[config.mk]
export PLATFORM = sky130hd
export DESIGN_NAME = seq_alu
export DESIGN_NICKNAME = d
export VERILOG_FILES = /design/src/rtl/seq_alu.sv
export SDC_FILE = /design/constraint.sdc
export NUM_CORES = 1
export LEC_CHECK = 0
export BUFFER_PORTS_ARGS = -buffer_cell sky130_fd_sc_hd__buf_4
export CORE_UTILIZATION = 59
export CTS_BUF_LIST = sky130_fd_sc_hd__clkbuf_4 sky130_fd_sc_hd__clkbuf_8
export CTS_CLUSTER_SIZE = 20
export DETAILED_ROUTE_END_ITERATION = 6
export PLACE_DENSITY_LB_ADDON = 0.08
export SETUP_SLACK_MARGIN = 0.5
export SLEW_MARGIN = 20
export SYNTH_ARGS = -nofsm -noshare
export SYNTH_HDL_FRONTEND = slang
export SYNTH_SLANG_ARGS = --single-unit
export TNS_END_PERCENT = 1
[constraint.sdc]
create_clock -name clk -period 4.8 [get_ports clk]
set_clock_uncertainty 0.2 [all_clocks]
set_input_delay 0.48 -clock clk [delete_from_list [all_inputs] [get_ports clk]]
set_output_delay 0.48 -clock clk [all_outputs]
set_load 0.02 [all_outputs]
[src/rtl/seq_alu.sv]
// seq_alu: sequential ALU with a valid/ready handshake on both sides.
// Ports: clk, rst_n (async, active low); in_valid/in_ready, op, rs_val,
// rt_val in; out_valid/out_ready, result, flags {carry,neg,zero} out.
// Build macro: SEQ_ALU_MUL_EN adds the multi-cycle shift-and-add MUL.
module seq_alu #(
    parameter int WIDTH    = 16,
    parameter int OP_WIDTH = 3
) (
    input  logic                clk,
    input  logic                rst_n,
    input  logic                in_valid,
    output logic                in_ready,
    input  logic [OP_WIDTH-1:0] op,
    input  logic [WIDTH-1:0]    rs_val,
    input  logic [WIDTH-1:0]    rt_val,
    output logic                out_valid,
    input  logic                out_ready,
    output logic [WIDTH-1:0]    result,
    output logic [2:0]          flags
);

    localparam int SW = $clog2(WIDTH);

    localparam logic [1:0] IDLE = 2'd0;
    localparam logic [1:0] BUSY = 2'd1;
    localparam logic [1:0] DONE = 2'd2;

    localparam logic [OP_WIDTH-1:0] OP_ADD = OP_WIDTH'(0);
    localparam logic [OP_WIDTH-1:0] OP_SSL = OP_WIDTH'(1);
    localparam logic [OP_WIDTH-1:0] OP_AND = OP_WIDTH'(2);
    localparam logic [OP_WIDTH-1:0] OP_NOT = OP_WIDTH'(3);
    localparam logic [OP_WIDTH-1:0] OP_SUB = OP_WIDTH'(4);
    localparam logic [OP_WIDTH-1:0] OP_OR  = OP_WIDTH'(5);
    localparam logic [OP_WIDTH-1:0] OP_SRA = OP_WIDTH'(6);

    logic [1:0]       state;
    logic             accept;
    logic             is_mul;
    logic             mul_last;
    logic [WIDTH-1:0] mul_res;
    logic             mul_carry;

    logic [WIDTH:0]   add_sum;
    logic [WIDTH:0]   sub_sum;
    logic [WIDTH-1:0] ssl_amt;
    logic [WIDTH-1:0] alu_res;
    logic             alu_carry;
    logic [WIDTH-1:0] ld_res;
    logic             ld_carry;

    assign in_ready  = (state == IDLE) | ((state == DONE) & out_ready);
    assign out_valid = (state == DONE);
    assign accept    = in_valid & in_ready;

    assign add_sum = {1'b0, rs_val} + {1'b0, rt_val};
    assign sub_sum = {1'b0, rs_val} + {1'b0, ~rt_val} + (WIDTH+1)'(1);

    // Magnitude of a negative shift count; shifts of WIDTH or more give 0.
    assign ssl_amt = rt_val[WIDTH-1] ? (~rt_val + 1'b1) : rt_val;

    always_comb begin
        alu_res   = '0;
        alu_carry = 1'b0;
        case (op)
            OP_ADD: {alu_carry, alu_res} = add_sum;
            OP_SUB: {alu_carry, alu_res} = sub_sum;
            OP_SSL: alu_res = rt_val[WIDTH-1] ? (rs_val >> ssl_amt)
                                              : (rs_val << ssl_amt);
            OP_SRA: alu_res = $unsigned($signed(rs_val) >>> rt_val[SW-1:0]);
            OP_AND: alu_res = rs_val & rt_val;
            OP_OR:  alu_res = rs_val | rt_val;
            OP_NOT: alu_res = ~rs_val;
            default: begin
                alu_res   = '0;
                alu_carry = 1'b0;
            end
        endcase
    end

`ifdef SEQ_ALU_MUL_EN
    localparam logic [OP_WIDTH-1:0] OP_MUL   = OP_WIDTH'(7);
    localparam logic [SW-1:0]       CNT_LAST = SW'(WIDTH - 1);

    logic [2*WIDTH-1:0] mcand;
    logic [2*WIDTH-1:0] acc;
    logic [2*WIDTH-1:0] acc_nx;
    logic [WIDTH-1:0]   mplier;
    logic [SW-1:0]      cnt;

    assign is_mul    = (op == OP_MUL);
    assign acc_nx    = mplier[0] ? (acc + mcand) : acc;
    assign mul_last  = (state == BUSY) && (cnt == CNT_LAST);
    assign mul_res   = acc_nx[WIDTH-1:0];
    assign mul_carry = |acc_nx[2*WIDTH-1:WIDTH];

    // One multiplier bit per BUSY cycle, LSB first.
    always_ff @(posedge clk or negedge rst_n) begin
        if (!rst_n) begin
            mcand  <= '0;
            acc    <= '0;
            mplier <= '0;
            cnt    <= '0;
        end else if (accept && is_mul) begin
            mcand  <= {{WIDTH{1'b0}}, rs_val};
            acc    <= '0;
            mplier <= rt_val;
            cnt    <= '0;
        end else if (state == BUSY) begin
            acc    <= acc_nx;
            mcand  <= mcand << 1;
            mplier <= mplier >> 1;
            cnt    <= cnt + 1'b1;
        end
    end
`else
    assign is_mul    = 1'b0;
    assign mul_last  = 1'b0;
    assign mul_res   = '0;
    assign mul_carry = 1'b0;
`endif

    assign ld_res   = (state == BUSY) ? mul_res   : alu_res;
    assign ld_carry = (state == BUSY) ? mul_carry : alu_carry;

    always_ff @(posedge clk or negedge rst_n) begin
        if (!rst_n) begin
            state  <= IDLE;
            result <= '0;
            flags  <= '0;
        end else begin
            case (state)
                IDLE, DONE: begin
                    if (accept) begin
                        if (is_mul) begin
                            state <= BUSY;
                        end else begin
                            state  <= DONE;
                            result <= ld_res;
                            flags  <= {ld_carry, ld_res[WIDTH-1],
                                       ld_res == '0};
                        end
                    end else if (state == DONE && out_ready) begin
                        state <= IDLE;
                    end
                end
                BUSY: begin
                    if (mul_last) begin
                        state  <= DONE;
                        result <= ld_res;
                        flags  <= {ld_carry, ld_res[WIDTH-1], ld_res == '0};
                    end
                end
                default: state <= IDLE;
            endcase
        end
    end

endmodule
==> results.sh <==
export IMPL_antenna_diode_count=0
export IMPL_worst_ir_drop_vdd_uv=126
export IMPL_worst_endpoint_required_ns=4.79
export IMPL_worstHoldPathType="in -> reg"
export IMPL_grt_start_max_net_pins=35
export IMPL_post_cts_resized_instances=0
export IMPL_critical_path_slowest_cell="mux2i_1"
export IMPL_synth_largest_area_cell="ha_1"
export IMPL_timing_max_transition_violations_final=0
export IMPL_cp_max_fo=27
export IMPL_cpPeakStageDelay_ns=0.42
export IMPL_power_density_cell_area_nw_per_um2=184
export IMPL_total_vias_in_the_final_route=6605
export IMPL_max_cap_viols=0
export IMPL_cts_inserted_buffers=3
export IMPL_synth_net_count=840
export IMPL_yosys_synthesis_warning_count=0
export IMPL_async_reset_ff_frac=1.00
export IMPL_fp_coreArea_um2=9370
export IMPL_cts_hold_buffers=1
export IMPL_grt_pass1_vias=6041
export IMPL_worst_case_clock_buffer_depth=2
export IMPL_portion_of_the_clock_cycle_consumed_by_the_worst_path_in_the_final_layout=0.855
export IMPL_clk_root_buffer_cell="clkbuf_8"
export IMPL_layout_min_cycle_time_ns=4.11
export IMPL_synth_area_top_cells="ha_1 (11%), mux4_2 (8.6%), dfrtp_1 (8.3%)"
export IMPL_achievable_frequency_mhz=244
export IMPL_synthDistinctLibCells=83
export IMPL_ctsHtreeMaxLevel=1
export IMPL_final_setup_viols=0
export IMPL_post_route_cells_drive_above_1_share=0.187
export IMPL_max_slew_worst_pin_slew_ns=0.883
export IMPL_max_slew_margin_rel=0.405
export IMPL_drc=8
export IMPL_worst_setup_path_end_kind="register"
export IMPL_detailed_place_area_um2=6130
export IMPL_vias_per_cell=7.43
export IMPL_rows=35
export IMPL_postCtsSetupBuffers=0
export IMPL_grt_ovfl_total=0
export IMPL_setup_total_negative_slack_ns=0
export IMPL_post_route_cell_area_um2=6180
export IMPL_timing_hold_violations_final=0
export IMPL_grt_pass1_wl_um=34800
export IMPL_numClockSinks=19
export IMPL_cts_tree="done"
export IMPL_num_io_pins=60
export IMPL_register_bit_count_reported_by_yosys=19
export IMPL_sequential_fraction_of_the_synthesis_area=0.0825
export IMPL_post_synthesis_average_cell_area_um2=7.68
export IMPL_globalRouteTotalUtil=0.447
export IMPL_post_synth_edffs=0
export IMPL_horizontal_extent_of_the_die_um=101
export IMPL_multi_input_area_um2=4730
export IMPL_initial_core_util=0.615
export IMPL_globalplace_congestion=1.09
export IMPL_dieHeight_um=101
export IMPL_power_leakage_uw=0.00261
export IMPL_hpwlAfterDp_um=16700
export IMPL_cp_cell_sequence="buf_4 -> clkinv_1 -> ha_1 -> mux2_2 -> buf_4 -> mux2i_1 -> mux4_2 -> o22ai_1 -> a21oi_1 -> o221ai_1 -> nor4_1 -> nand3_1 -> nor4_1 -> a32o_1"
export IMPL_clock_latency_ns=0.25
export IMPL_cts_clk_slew_worst_paths_ns=0.07
export IMPL_area_growth_syn_to_layout_pct=7.34
export IMPL_drt_wl_total_um=22500
export IMPL_wl_per_cell_um=25.3
export IMPL_post_synth_inst_count=750
export IMPL_antenna_found_initial=0
export IMPL_grt_setup_unrepaired="no"
export IMPL_port_buffer_count=59
export IMPL_timing_setup_critical_path_class="in -> reg"
export IMPL_run_status="complete, but fails checks"
export IMPL_ant_nets=0
export IMPL_synth_top_area_frac=0.106
export IMPL_dr_first_iter_drc_count=980
export IMPL_final_fill_count=868
export IMPL_nNetsFinal=851
export IMPL_timing_critical_path_from_type="input port"
export IMPL_netlist_area_um2=5760
export IMPL_violations="design-rule violations"
export IMPL_detail_route_first_pass_iterations=7
export IMPL_data_arrival_time_at_the_worst_slack_endpoint_ns=4.09
export IMPL_postSynth_topFlopCell="dfrtp_1"
export IMPL_seq_area_um2=475
export IMPL_design_die_area_um2=10200
## synthesized netlist by cell type (19+ instances only)
cell,instances
clkbuf_1,41
dfrtp_1,19
a21oi_1,32
mux2i_1,37
a211oi_1,21
o21ai_0,46
nand3_1,23
inv_1,50
ha_1,49
nand2_1,58
nor2_1,47
mux4_2,22
## cell families after synthesis
| logic type | synth area share |
|---|---|
| adder cells (fa/ha/maj) | 0.113 |
| buffers and inverters | 0.0999 |
| AND/OR/NAND/NOR | 0.189 |
| XOR/XNOR | 0.0289 |
| multiplexers | 0.183 |
| AO/OA/AOI/OAI | 0.303 |
| flip-flops | 0.0825 |
## power breakdown
group          leakage [µW]  switching (µW)  internal [µW]
combinational       0.00235             503            316
sequential         0.000237            16.8            190
clock             0.0000262            48.5           64.5
## worst paths after layout
check                                        from                      to  slack [ns]  depth (start not counted)
min in group asynchronous                   rst_n  result[11]$_DFFE_PN0P_        0.44                          2
hold reg to reg            result[11]$_DFFE_PN0P_  result[11]$_DFFE_PN0P_        0.30                          2
setup reg to reg             state[1]$_DFFE_PN0P_    flags[0]$_DFFE_PN0P_        1.74                         10
hold / removal                           in_valid    state[1]$_DFFE_PN0P_        0.24                          2
setup / recovery                        rt_val[0]    flags[0]$_DFFE_PN0P_        0.69                         14
max in group asynchronous                   rst_n   result[2]$_DFFE_PN0P_        3.76                          2
## per-stage QoR
step	hold WS (ns)	total power [µW]	cells	setup WS, ns	util
floorplan	-0.0156	742	750	0.530	-
global placement	0.159	975	884	0.763	0.653
detailed placement	0.163	990	884	0.675	0.654
CTS	0.240	1110	889	0.903	0.660
global route	0.235	1200	889	0.633	0.660
finish	0.239	1140	889	0.695	0.660
## critical path, delay by kind of cell
| family | cells | cell delay [ns] |
|---|---|---|
| muxes | 3 | 1.13 |
| and+or+nand+nor | 3 | 0.66 |
| adders and majority gates | 1 | 0.37 |
| AOI/OAI and AO/OA | 4 | 0.74 |
| buffers and inverters | 3 | 0.69 |
## registers in the layout, summed over array words and instances, names as in the netlist
signal	flops
state	1
flags	3
result	15
## cell type report
class	count	share of cell area
Clock buffer	4	0.00789
Inverter	51	0.0310
Multi-Input combinational cell	610	0.766
Sequential cell	19	0.0769
Tap cell	129	0.0261
Timing Repair Buffer	76	0.0927
## layer usage
layer  vias to the layer above  global-route usage  wire length (µm)
met5                         -                   0                 0
li1                       2874                   -                 -
met1                      2999               0.602              8350
met2                       621               0.674              9760
met3                       111               0.102              3100
met4                         0               0.221              1310
## cells in the final DEF, fill, tap and decap left out, types with 7 or more instances in the layout
cell       n
xnor2_1   12
o22ai_1   16
mux2i_1   36
nor4_1    11
o211ai_1  12
o221ai_1   8
mux4_2    22
nor3_1    16
a31oi_1   15
o21ai_0   46
ha_1      49
nor2_1    47
or3_1     11
buf_4     75
nand2_1   58
nor2b_1    8
a211oi_1  21
dfrtp_1   19
nand2b_1  11
inv_1     50
mux2_2    17
nand3_1   23
a21o_1     7
o31ai_1   12
a21oi_1   32
Note: power is estimated with default switching activity, not from simulation.
